`src/rtl/seg_disp_pkg.sv`:
```
// Shared 7-segment glyph constants, scan positions and decode helpers.
// The display driver and the scan-bus readback monitor both use this package.
package seg_disp_pkg;

    localparam int NPOS = 6;

    // Segment glyphs, bits ordered a..g with a as the MSB.
    localparam logic [6:0] SEG_0 = 7'b1111110;
    localparam logic [6:0] SEG_1 = 7'b0110000;
    localparam logic [6:0] SEG_2 = 7'b1101101;
    localparam logic [6:0] SEG_3 = 7'b1111001;
    localparam logic [6:0] SEG_4 = 7'b0110011;
    localparam logic [6:0] SEG_5 = 7'b1011011;
    localparam logic [6:0] SEG_6 = 7'b1011111;
    localparam logic [6:0] SEG_7 = 7'b1110000;
    localparam logic [6:0] SEG_8 = 7'b1111111;
    localparam logic [6:0] SEG_9 = 7'b1111011;
    localparam logic [6:0] SEG_S = SEG_5;

    localparam logic [5:0] POS1 = 6'b000001;
    localparam logic [5:0] POS2 = 6'b000010;
    localparam logic [5:0] POS3 = 6'b000100;
    localparam logic [5:0] POS4 = 6'b001000;
    localparam logic [5:0] POS5 = 6'b010000;
    localparam logic [5:0] POS6 = 6'b100000;

    typedef enum logic {
        ST_IDLE    = 1'b0,
        ST_COLLECT = 1'b1
    } frame_state_e;

    function automatic logic [3:0] seg_decode(input logic [6:0] pat);
        case (pat)
            SEG_0:   return 4'd0;
            SEG_1:   return 4'd1;
            SEG_2:   return 4'd2;
            SEG_3:   return 4'd3;
            SEG_4:   return 4'd4;
            SEG_5:   return 4'd5;
            SEG_6:   return 4'd6;
            SEG_7:   return 4'd7;
            SEG_8:   return 4'd8;
            SEG_9:   return 4'd9;
            default: return 4'hF;
        endcase
    endfunction

    function automatic logic sel_is_onehot(input logic [5:0] sel);
        return (sel != 6'd0) && ((sel & (sel - 6'd1)) == 6'd0);
    endfunction

    function automatic logic [2:0] sel_to_idx(input logic [5:0] sel);
        logic [2:0] idx;
        idx = 3'd0;
        for (int i = 0; i < NPOS; i++) begin
            if (sel[i]) idx = 3'(i);
        end
        return idx;
    endfunction

endpackage

```
`src/rtl/seg_scan_decoder_if.sv`:
```
// Multiplexed 7-segment scan bus: one-hot digit select plus segment pattern.
// The display driver is the master; readback monitors attach as slaves.
interface seg_scan_decoder_if;
    logic [5:0] scan_sel_in;
    logic [7:0] seg_in;

    modport master (output scan_sel_in, output seg_in);
    modport slave  (input  scan_sel_in, input  seg_in);
endinterface

```
`src/rtl/seg_bus_sampler.sv`:
```
// Synchronises the asynchronous scan bus and emits one capture strobe per
// value that has stayed unchanged for STABLE_CYC cycles.
module seg_bus_sampler #(
    parameter int STABLE_CYC = 16
) (
    input  logic       clk,
    input  logic       rst_all,
    input  logic [5:0] sel_i,
    input  logic [7:0] seg_i,
    output logic       cap_stb_o,
    output logic [5:0] cap_sel_o,
    output logic [7:0] cap_seg_o
);
    localparam int               CW      = $clog2(STABLE_CYC + 1);
    localparam logic [CW-1:0]    CNT_MAX = CW'(STABLE_CYC);
    localparam logic [CW-1:0]    CNT_CAP = CW'(STABLE_CYC - 1);

    logic [13:0]   sync1_q, sync2_q, last_q;
    logic [CW-1:0] stab_cnt_q, stab_cnt_d;

    always_comb begin
        stab_cnt_d = stab_cnt_q;
        if (sync2_q != last_q) begin
            stab_cnt_d = '0;
        end else if (stab_cnt_q != CNT_MAX) begin
            stab_cnt_d = stab_cnt_q + 1'b1;
        end
    end

    always_ff @(posedge clk or posedge rst_all) begin
        if (rst_all) begin
            sync1_q    <= '0;
            sync2_q    <= '0;
            last_q     <= '0;
            stab_cnt_q <= '0;
        end else begin
            sync1_q    <= {sel_i, seg_i};
            sync2_q    <= sync1_q;
            last_q     <= sync2_q;
            stab_cnt_q <= stab_cnt_d;
        end
    end

    // Saturation above CNT_CAP keeps the strobe to a single cycle per value.
    assign cap_stb_o              = (stab_cnt_q == CNT_CAP);
    assign {cap_sel_o, cap_seg_o} = last_q;

endmodule

```
`src/rtl/seg_scan_decoder.sv`:
```
// Scan-bus readback monitor: decodes stable digit positions to BCD and
// commits complete, in-order 6-digit frames with change/sequence/link status.
//
// state      | meaning
// ST_IDLE    | no frame in progress; waiting for a position-1 capture
// ST_COLLECT | storing positions in order; exp_idx is the next one expected
module seg_scan_decoder
    import seg_disp_pkg::*;
#(
    parameter int STABLE_CYC  = 16,
    parameter int TIMEOUT_CYC = 100000
) (
    input  logic                 clk,
    input  logic                 rst_all,
    seg_scan_decoder_if.slave    bus,
    output logic [23:0]          digits_o,
    output logic [5:0]           dp_o,
    output logic [5:0]           bad_code_o,
    output logic                 frame_valid_o,
    output logic                 changed_o,
    output logic                 seq_err_o,
    output logic                 link_lost_o
);
    localparam int          TO_W   = 17;
    localparam logic [TO_W-1:0] TO_MAX = TO_W'(TIMEOUT_CYC);
    localparam logic [TO_W-1:0] TO_HIT = TO_W'(TIMEOUT_CYC - 1);
    localparam logic [2:0]  LAST_IDX = 3'(NPOS - 1);

    logic       cap_stb;
    logic [5:0] cap_sel;
    logic [7:0] cap_seg;

    seg_bus_sampler #(.STABLE_CYC(STABLE_CYC)) u_sampler (
        .clk       (clk),
        .rst_all   (rst_all),
        .sel_i     (bus.scan_sel_in),
        .seg_i     (bus.seg_in),
        .cap_stb_o (cap_stb),
        .cap_sel_o (cap_sel),
        .cap_seg_o (cap_seg)
    );

    frame_state_e    state_q, state_d;
    logic [2:0]      exp_idx_q, exp_idx_d;
    logic [23:0]     dig_sh_q, dig_sh_d;
    logic [5:0]      dp_sh_q, dp_sh_d;
    logic [5:0]      bad_sh_q, bad_sh_d;
    logic [TO_W-1:0] to_cnt_q, to_cnt_d;

    logic [23:0] digits_q;
    logic [5:0]  dp_q, bad_q;
    logic        frame_valid_q, changed_q, seq_err_q, link_lost_q;

    logic       cap_valid, to_hit, commit, seq_err_d, frame_changed;
    logic [2:0] cap_idx;
    logic [3:0] cap_digit;

    assign cap_valid = cap_stb && sel_is_onehot(cap_sel);
    assign cap_idx   = sel_to_idx(cap_sel);
    assign cap_digit = seg_decode(cap_seg[7:1]);
    // A capture in the timeout cycle keeps the link alive.
    assign to_hit    = !cap_valid && (to_cnt_q == TO_HIT);

    always_comb begin
        state_d   = state_q;
        exp_idx_d = exp_idx_q;
        dig_sh_d  = dig_sh_q;
        dp_sh_d   = dp_sh_q;
        bad_sh_d  = bad_sh_q;
        commit    = 1'b0;
        seq_err_d = 1'b0;

        if (to_hit) begin
            state_d   = ST_IDLE;
            exp_idx_d = 3'd0;
            dig_sh_d  = '0;
            dp_sh_d   = '0;
            bad_sh_d  = '0;
        end else if (cap_valid) begin
            if (state_q == ST_COLLECT && cap_idx != exp_idx_q) begin
                seq_err_d = 1'b1;
            end
            if (cap_idx == 3'd0) begin
                // Position 1 always opens a fresh frame, in or out of order.
                state_d   = ST_COLLECT;
                exp_idx_d = 3'd1;
                dig_sh_d  = {20'd0, cap_digit};
                dp_sh_d   = {5'd0, cap_seg[0]};
                bad_sh_d  = {5'd0, (cap_digit == 4'hF)};
            end else if (state_q == ST_COLLECT) begin
                if (cap_idx == exp_idx_q) begin
                    dig_sh_d[int'(cap_idx)*4 +: 4] = cap_digit;
                    dp_sh_d[cap_idx]               = cap_seg[0];
                    bad_sh_d[cap_idx]              = (cap_digit == 4'hF);
                    if (exp_idx_q == LAST_IDX) begin
                        commit    = 1'b1;
                        exp_idx_d = 3'd0;
                    end else begin
                        exp_idx_d = exp_idx_q + 3'd1;
                    end
                end else begin
                    state_d   = ST_IDLE;
                    exp_idx_d = 3'd0;
                    dig_sh_d  = '0;
                    dp_sh_d   = '0;
                    bad_sh_d  = '0;
                end
            end
        end
    end

    assign frame_changed = ({dig_sh_d, dp_sh_d} != {digits_q, dp_q});

    always_comb begin
        to_cnt_d = to_cnt_q;
        if (cap_valid) begin
            to_cnt_d = '0;
        end else if (to_cnt_q != TO_MAX) begin
            to_cnt_d = to_cnt_q + 1'b1;
        end
    end

    always_ff @(posedge clk or posedge rst_all) begin
        if (rst_all) begin
            state_q       <= ST_IDLE;
            exp_idx_q     <= 3'd0;
            dig_sh_q      <= '0;
            dp_sh_q       <= '0;
            bad_sh_q      <= '0;
            to_cnt_q      <= '0;
            digits_q      <= '0;
            dp_q          <= '0;
            bad_q         <= '0;
            frame_valid_q <= 1'b0;
            changed_q     <= 1'b0;
            seq_err_q     <= 1'b0;
            link_lost_q   <= 1'b0;
        end else begin
            state_q       <= state_d;
            exp_idx_q     <= exp_idx_d;
            dig_sh_q      <= dig_sh_d;
            dp_sh_q       <= dp_sh_d;
            bad_sh_q      <= bad_sh_d;
            to_cnt_q      <= to_cnt_d;
            frame_valid_q <= commit;
            changed_q     <= commit && frame_changed;
            seq_err_q     <= seq_err_d;
            if (commit) begin
                digits_q    <= dig_sh_d;
                dp_q        <= dp_sh_d;
                bad_q       <= bad_sh_d;
                link_lost_q <= 1'b0;
            end else if (to_hit) begin
                link_lost_q <= 1'b1;
            end
        end
    end

    assign digits_o      = digits_q;
    assign dp_o          = dp_q;
    assign bad_code_o    = bad_q;
    assign frame_valid_o = frame_valid_q;
    assign changed_o     = changed_q;
    assign seq_err_o     = seq_err_q;
    assign link_lost_o   = link_lost_q;

endmodule

```
`src/flat_wrapper.sv`:
```
// flat-port wrapper written by rule: the top's interface ports become plain ports
module seg_scan_decoder_flat import seg_disp_pkg::*;
#(
    parameter int STABLE_CYC  = 16,
    parameter int TIMEOUT_CYC = 100000
)
  (clk, rst_all, digits_o, dp_o, bad_code_o, frame_valid_o, changed_o, seq_err_o, link_lost_o, bus_scan_sel_in, bus_seg_in);
  seg_scan_decoder_if bus_i ();
  input  logic clk;
  input  logic rst_all;
  output logic [23:0] digits_o;
  output logic [5:0] dp_o;
  output logic [5:0] bad_code_o;
  output logic frame_valid_o;
  output logic changed_o;
  output logic seq_err_o;
  output logic link_lost_o;
  input wire logic [$bits(bus_i.scan_sel_in)-1:0] bus_scan_sel_in;
  input wire logic [$bits(bus_i.seg_in)-1:0] bus_seg_in;
  assign bus_i.scan_sel_in = bus_scan_sel_in;
  assign bus_i.seg_in = bus_seg_in;
  seg_scan_decoder #(.STABLE_CYC(STABLE_CYC), .TIMEOUT_CYC(TIMEOUT_CYC)) u_core (.clk(clk), .rst_all(rst_all), .bus(bus_i), .digits_o(digits_o), .dp_o(dp_o), .bad_code_o(bad_code_o), .frame_valid_o(frame_valid_o), .changed_o(changed_o), .seq_err_o(seq_err_o), .link_lost_o(link_lost_o));
endmodule
```
`config.mk`:
```
export PLATFORM = sky130hd
export DESIGN_NAME = seg_scan_decoder_flat
export DESIGN_NICKNAME = d
export VERILOG_FILES = /design/src/rtl/seg_disp_pkg.sv /design/src/rtl/seg_scan_decoder_if.sv /design/src/rtl/seg_bus_sampler.sv /design/src/rtl/seg_scan_decoder.sv /design/src/flat_wrapper.sv
export SDC_FILE = /design/constraint.sdc
export NUM_CORES = 1
export LEC_CHECK = 0
export CAP_MARGIN = 20
export CELL_PAD_IN_SITES_DETAIL_PLACEMENT = 1
export CELL_PAD_IN_SITES_GLOBAL_PLACEMENT = 1
export CORE_MARGIN = 10
export CORE_UTILIZATION = 35
export DETAILED_ROUTE_END_ITERATION = 8
export GPL_ROUTABILITY_DRIVEN = 0
export PLACE_DENSITY_LB_ADDON = 0.3
export SETUP_SLACK_MARGIN = 0.5
export SLEW_MARGIN = 5
export SYNTH_ARGS = -nofsm -noshare
export SYNTH_HDL_FRONTEND = slang
export SYNTH_SLANG_ARGS = --single-unit
```
`constraint.sdc`:
```
create_clock -name clk -period 4.22 [get_ports clk]
set_input_delay 0.633 -clock clk [delete_from_list [all_inputs] [get_ports clk]]
set_output_delay 0.633 -clock clk [all_outputs]
set_load 0.01 [all_outputs]
```
==> results.yml <==
power:
  total_power_w: 0.00304
  power_frac_clock_pct: 48.2
  seqPwrFrac_pct: 46.8
  p_int_w: 0.00230
  power.leakage_nw: 3.79
  combPwrFrac_pct: 5.0
  p_per_area_nw_per_um2: 356
  ir_worst_vdd_v: 0.000261
  switching_power_w: 0.000743
  swShare_pct: 24.4
setup_path:
  critical_path_arrival_ns: 4.00
  r2r_slack_ns: 0.53
  rr_worst_depth: 13
  path_max_fanout: 9
  cp.required_ns: 4.53
  endpoint_kind: "flop"
  critPathCapture: "u_core.changed_o"
  r2r-end: "u_core.changed_o"
  startpoint: "u_core.u_sampler.last_q[12]"
  r2r_start: "u_core.u_sampler.last_q[12]"
  critPathKind: "reg2reg"
  start_kind: "flop"
floorplanning:
  fp.dieW_um: 158
  rows: 50
  io_pins: 56
  start_util_pct: 35.6
  fp.coreArea_um2: 18800
  die-area_um2: 25000
  die_y_um: 158
sta:
  max_slew_margin_pct: 23.4
  fmax_mhz: 271
  fin_skew_ns: 0.00828
  post-route-period-util_pct: 87.5
  layout_setup_ws_ns: 0.528
  fin_crit_ns: 3.69
  finalHoldViolations: 0
  rsz0062_at_grt: "no"
  worst_slew_pin_slew_ns: 1.14
  finalSetupTns_ns: 0
  setup-violations-final: 0
  slew_viol_final: 0
clock_tree:
  clockBufferDepth: 2
  cts.sinks: 144
  clkTransAtPathRegs_ns: 0.06
  htreeDepth: 4
  cts.root.buffer_cell: "clkbuf_16"
  cts_tree: "built"
  insertion_delay_ns: 0.43
  cts_made_buffers: 17
  cts_hold_buf: 0
yosys:
  ys_types: 66
  syn_area_um2: 6680
  ys_ff_latch: 144
  synth_top_area_share_pct: 53.9
  synthMuxAreaShare_pct: 2.58
  synth_area_per_cell_um2: 10.3
  yosysSeqAreaShare_pct: 53.9
  synthArstFlopShare_pct: 100
  synth_xor_area_share_pct: 5.90
  syn_inst: 649
  synth_compound_area_share_pct: 16.3
  synth_top_family_by_area: "compound AO/OA/AOI/OAI gates"
  synth_nets: 672
  synth-adder-area-share_pct: 1.31
  ys.flop_type: "dfrtp_1"
  yosysTopAreaCell: "dfrtp_1"
  synth_edf_count: 0
  yosysWarnings: 0
  synth_simple_gate_area_share_pct: 15.4
  yosys-top-cells-area: "dfrtp_1 54%, nor2_1 4.2%, xor2_1 3.3%"
min_path:
  hold_path_class: "reg2reg"
placement:
  portBuffers: 55
  place_inst: 931
  post-dp-hpwl_um: 13700
  pre_cts_slack_ns: 0.137
drt:
  drc: 0
  drt_first_iter_violations: 353
  viasPerCell: 5.57
  routed-via-count: 5446
  drt_first_pass_iters: 5
  ant_nets: 0
  avgRoutedWirePerCell_um: 20.4
  finalWirelength_um: 19900
global_routing:
  grt_usage_pct: 16.0
  grt_max_degree: 84
  antenna_found_initial: 0
  grt_pass1_wl_um: 31600
  gr-total-overflow: 0
  grt_pass1_vias: 5684
cells_and_area:
  fillers: 2038
  syn_to_final_growth_pct: 28.0
  final_common_cell: "dfrtp_1"
  mostFrequentLayoutCells: "140 x dfrtp_1, 72 x nor2_1, 55 x clkdlybuf4s50_1"
  nets: 755
  finalNonFillerCells: 978
  seq_area_um2: 3610
  diodes: 0
  final_core_util_pct: 45.6
  drive_above_1_share_pct: 16.8
  multiInputGateArea_um2: 3020
flow_run:
  maxCapViolations: 0
run_status:
  status: "complete, no violations"
## kinds of logic (layout without fill, tap and decap cells)
group / Yosys count / in the layout
multiplexers: 16 / 16
flip-flops: 144 / 144
adder cells (fa/ha/maj): 7 / 7
XOR/XNOR: 45 / 45
AND/OR/NAND/NOR: 206 / 206
AO/OA/AOI/OAI: 153 / 153
buffers and inverters: 78 / 173
## critical path, stage by stage, from the launching register on
cell and delay, ns:
dfrtp_1 0.41, buf_4 0.20, nor2_1 0.17, o21ai_0 0.15, ha_1 0.26, ha_4 0.21, buf_6 0.15, or4_4 0.56
nor4_4 0.29, a22oi_2 0.12, a2111o_1 0.42, nor4_2 0.16, nand4_1 0.16, o31a_1 0.32
## power by group through the flow
stage / Clock, W / Sequential [W] / Combinational, W
floorplan: 0 / 0.00144 / 0.0000874
global placement: 0 / 0.00145 / 0.000123
detailed placement: 0 / 0.00145 / 0.000126
CTS: 0.00150 / 0.00142 / 0.000135
global route: 0.00156 / 0.00143 / 0.000165
finish: 0.00147 / 0.00142 / 0.000151
## flip-flops by register name, summed over array words and instances, names as in the netlist
name	flops
u_core.dig_sh_q	24
u_core.digits_o	24
u_core.to_cnt_q	17
u_core.u_sampler.last_q	14
u_core.u_sampler.sync1_q	14
u_core.u_sampler.sync2_q	14
u_core.bad_code_o	6
u_core.bad_sh_q	6
u_core.dp_o	6
u_core.dp_sh_q	6
u_core.u_sampler.stab_cnt_q	5
u_core.exp_idx_q	3
u_core.changed_o	1
u_core.frame_valid_o	1
u_core.link_lost_o	1
u_core.seq_err_o	1
u_core.state_q	1
## cells in the mapped netlist, drive strengths merged, types with 5 or more instances
library cell  instances
ha                    7
o21ai                35
and3                  6
o22ai                 6
mux2i                 6
nor2                 74
a22o                 14
nand4                 7
a21oi                34
nand3                20
xor2                 25
nand2                35
a32oi                 9
xnor2                20
nor4                 11
nor2b                 5
inv                  50
buf                   9
clkbuf               19
dfrtp               144
o31a                  5
o2bb2ai               5
a21boi                6
nand2b                7
or3                   6
a22oi                 6
mux2                 10
nor3                 14
## through the flow
step | hold slack, ns | instance area (um2)
2_1_floorplan | 0.331 | 6690
5_1_grt | 0.357 | 8550
4_1_cts | 0.351 | 8300
3_3_place_gp | 0.333 | 7620
6_report | 0.349 | 8550
3_5_place_dp | 0.336 | 7620
## per-layer routing
layer	up-vias	part of all wire [%]	track usage (%)
met2	169	48	25.1
met1	2793	44	21.0
met4	0	2.4	5.96
li1	2456	-	-
met3	28	5.6	3.66
met5	-	0	0
## worst min-delay path by stage
| stage | start | end | cells past startpoint |
|---|---|---|---|
| 6_report | u_core.u_sampler.sync1_q[4] | u_core.u_sampler.sync2_q[4] | 0 |
| 3_3_place_gp | u_core.u_sampler.sync1_q[5] | u_core.u_sampler.sync2_q[5] | 0 |
| 2_1_floorplan | u_core.u_sampler.sync1_q[0] | u_core.u_sampler.sync2_q[0] | 0 |
| 5_1_grt | u_core.u_sampler.sync1_q[5] | u_core.u_sampler.sync2_q[5] | 0 |
| 3_5_place_dp | u_core.u_sampler.sync1_q[4] | u_core.u_sampler.sync2_q[4] | 0 |
| 4_1_cts | u_core.u_sampler.sync1_q[4] | u_core.u_sampler.sync2_q[4] | 0 |
## what timing repair did
| item | 4_1_cts | 5_1_grt |
|---|---|---|
| endpoints found under the setup margin | 1 | 1 |
| resized for setup | 19 | 29 |
| setup buffers | 5 | 10 |
| pin swaps | 1 | 10 |
## final cells by class
cell class | instances | area share, %
Clock inverter | 13 | 1.52
Clock buffer | 18 | 5.13
Tap cell | 234 | 3.42
Sequential cell | 144 | 42.2
Multi-Input combinational cell | 427 | 35.3
Timing Repair Buffer | 92 | 10.2
Inverter | 50 | 2.24
No activity file was read; power rests on OpenSTA's default activity.
==> variant (same settings) <==
Change the localparam `TO_W` from 17 to 34.
--- a/src/rtl/seg_scan_decoder.sv
+++ b/src/rtl/seg_scan_decoder.sv
@@ -21,7 +21,7 @@
     output logic                 seq_err_o,
     output logic                 link_lost_o
 );
-    localparam int          TO_W   = 17;
+    localparam int          TO_W   = 34;
     localparam logic [TO_W-1:0] TO_MAX = TO_W'(TIMEOUT_CYC);
     localparam logic [TO_W-1:0] TO_HIT = TO_W'(TIMEOUT_CYC - 1);
     localparam logic [2:0]  LAST_IDX = 3'(NPOS - 1);
Formal check against the unedited RTL: no difference found for any inputs over 10 cycles, from zero or initial values and one cycle with rst_all high; that may be too few to reach the edited logic, so the function may still have changed.
==> variant against the original RTL <==
  * Area after synthesis grew 17%
  * First-iteration DRC count grew 4.8%
  * Sequential power grew 12%
  * Worst setup slack gained 0.10 ns
  * Power grew 9.4%
  * Synthesized cell count grew 17%
  * Sequential cell count grew 17
  * Wire length grew 9.8%
  * Design area grew 11%
  * Sequential share of layout area grew 0.14 points
  * Maximum frequency grew 2.9%
  * Count of clock-buffer cells in the layout shrank 1
  * Critical path type unchanged
  * Highest routed layer unchanged
==> variant: results (changes against the original RTL) <==
============================================================================
Worst clock skew                                                  0.00980 ns   was 0.00828 ns
Leak Pwr                                                          0.00411 uW   was 0.00379 uW
Worst Reg2Reg Path Length in Cells                                        14   was 13
Number of nets in the layout                                             850   was 755
Number of nets in the synthesized netlist                                780   was 672
Sequential cell area fraction in the yosys report                      51.5%   was 53.9%
Global-route wire length before repair                               35.6 mm   was 31.6 mm
Fill count                                                              2430   was 2038
Number of unique standard cell types used by synthesis                    81   was 66
Detailed-route wire length per cell                                  19.5 um   was 20.4 um
Fraction of power spent switching nets                                 24.5%   was 24.4%
Number of iterations in the first detailed-routing pass                    4   was 5
CP Data Arrival Time                                                 3.89 ns   was 4.00 ns
Critical-path maximum fanout                                               7   was 9
Post-synthesis share of cell area spent on xor and xnor gates          6.72%   was 5.90%
Relative slew margins                                                  26.7%   was 23.4%
GR Util All Layers                                                     15.4%   was 16.0%
Pin count of the biggest net entering global routing                      92   was 84
Max FFs per register                                                      34
Most frequent cells after synthesis                             sky130_fd_sc_hd__dfrtp_1 (161), sky130_fd_sc_hd__nor2_1 (78), sky130_fd_sc_hd__nand2_1 (56)   was sky130_fd_sc_hd__dfrtp_1 (144), sky130_fd_sc_hd__nor2_1 (74), sky130_fd_sc_hd__inv_1 (50)
Longest individual stage delay on the worst path                     0.48 ns   was 0.56 ns
R2r setup slk                                                        0.63 ns   was 0.53 ns
Instance area at placement                                       0.00880 mm2   was 0.00762 mm2
Status                                                          complete, no violations   unchanged
Compound-cell area share of the yosys netlist                          14.9%   was 16.3%
Number of global-route vias before repair                               6336   was 5684
DR iter-0 viols                                                          370   was 353
Multiplexer share of the synthesized area                              3.66%   was 2.58%
============================================================================
==> variant: cell families after synthesis <==
logic type | Yosys count
AO/OA/AOI/OAI | 154
flip-flops | 161
multiplexers | 26
XOR/XNOR | 60
AND/OR/NAND/NOR | 279
buffers and inverters | 70
adder cells (fa/ha/maj) | 7
==> variant: power by group through the flow <==
stage	Sequential, uW	Clock [uW]	Combinational (uW)
floorplan	1600	0	98.4
global placement	1610	0	149
detailed placement	1610	0	150
CTS	1580	1630	154
global route	1590	1700	173
finish	1590	1590	156
==> variant: area by class of cell <==
type / count / area, um2 / share of cell area (%)
Sequential cell: 161 / 4030 / 42.3
Multi-Input combinational cell: 526 / 3580 / 37.6
Timing Repair Buffer: 88 / 831 / 8.73
Clock buffer: 17 / 425 / 4.47
Tap cell: 280 / 350 / 3.68
Clock inverter: 15 / 174 / 1.83
Inverter: 33 / 128 / 1.34
==> variant: how the worst min path moves through the flow <==
stage,depth (start not counted),from,slack [ns],end
floorplan,0,u_core.u_sampler.sync1_q[0],0.33,u_core.u_sampler.sync2_q[0]
global placement,0,u_core.u_sampler.sync1_q[8],0.33,u_core.u_sampler.sync2_q[8]
detailed placement,0,u_core.u_sampler.sync1_q[3],0.34,u_core.u_sampler.sync2_q[3]
CTS,0,u_core.u_sampler.sync1_q[12],0.35,u_core.u_sampler.sync2_q[12]
global route,0,u_core.u_sampler.sync1_q[11],0.36,u_core.u_sampler.sync2_q[11]
finish,0,u_core.u_sampler.sync1_q[12],0.35,u_core.u_sampler.sync2_q[12]
==> variant: through the flow <==
step           cells  hold WS, ns  util, %  worst slack [ns]
3_3_place_gp    1085        0.333     40.2             0.329
6_report        1120        0.348     43.5             0.631
4_1_cts         1117        0.349     43.1             0.508
3_5_place_dp    1085        0.336     40.2             0.183
5_1_grt         1120        0.357     43.5             0.490
2_1_floorplan    757        0.331        -             0.788
==> variant: routing by layer <==
layer / global-route usage [%] / up-vias / share of wire [%]
met5: 0 / - / 0
met4: 4.35 / 0 / 1.5
met3: 3.20 / 22 / 4.2
met2: 25.1 / 126 / 48
met1: 20.4 / 3068 / 47
li1: - / 2852 / -
==> variant: timing repair <==
item                                    4_1_cts  5_1_grt
resized for setup                             8       15
pin swaps                                     0        5
hold buffers                                  0        0
buffers inserted                              0        3
endpoints found under the setup margin        8       19
==> variant: worst max-delay path, delay by kind of cell (launching register included) <==
kind	cells	cell delay (ns)
buffers and inverters	2	0.18
DFF	1	0.48
xor gates and xnor gates	1	0.16
adders and majority gates	2	0.38
AOI/OAI and AO/OA	4	0.93
and+or+nand+nor	5	1.32
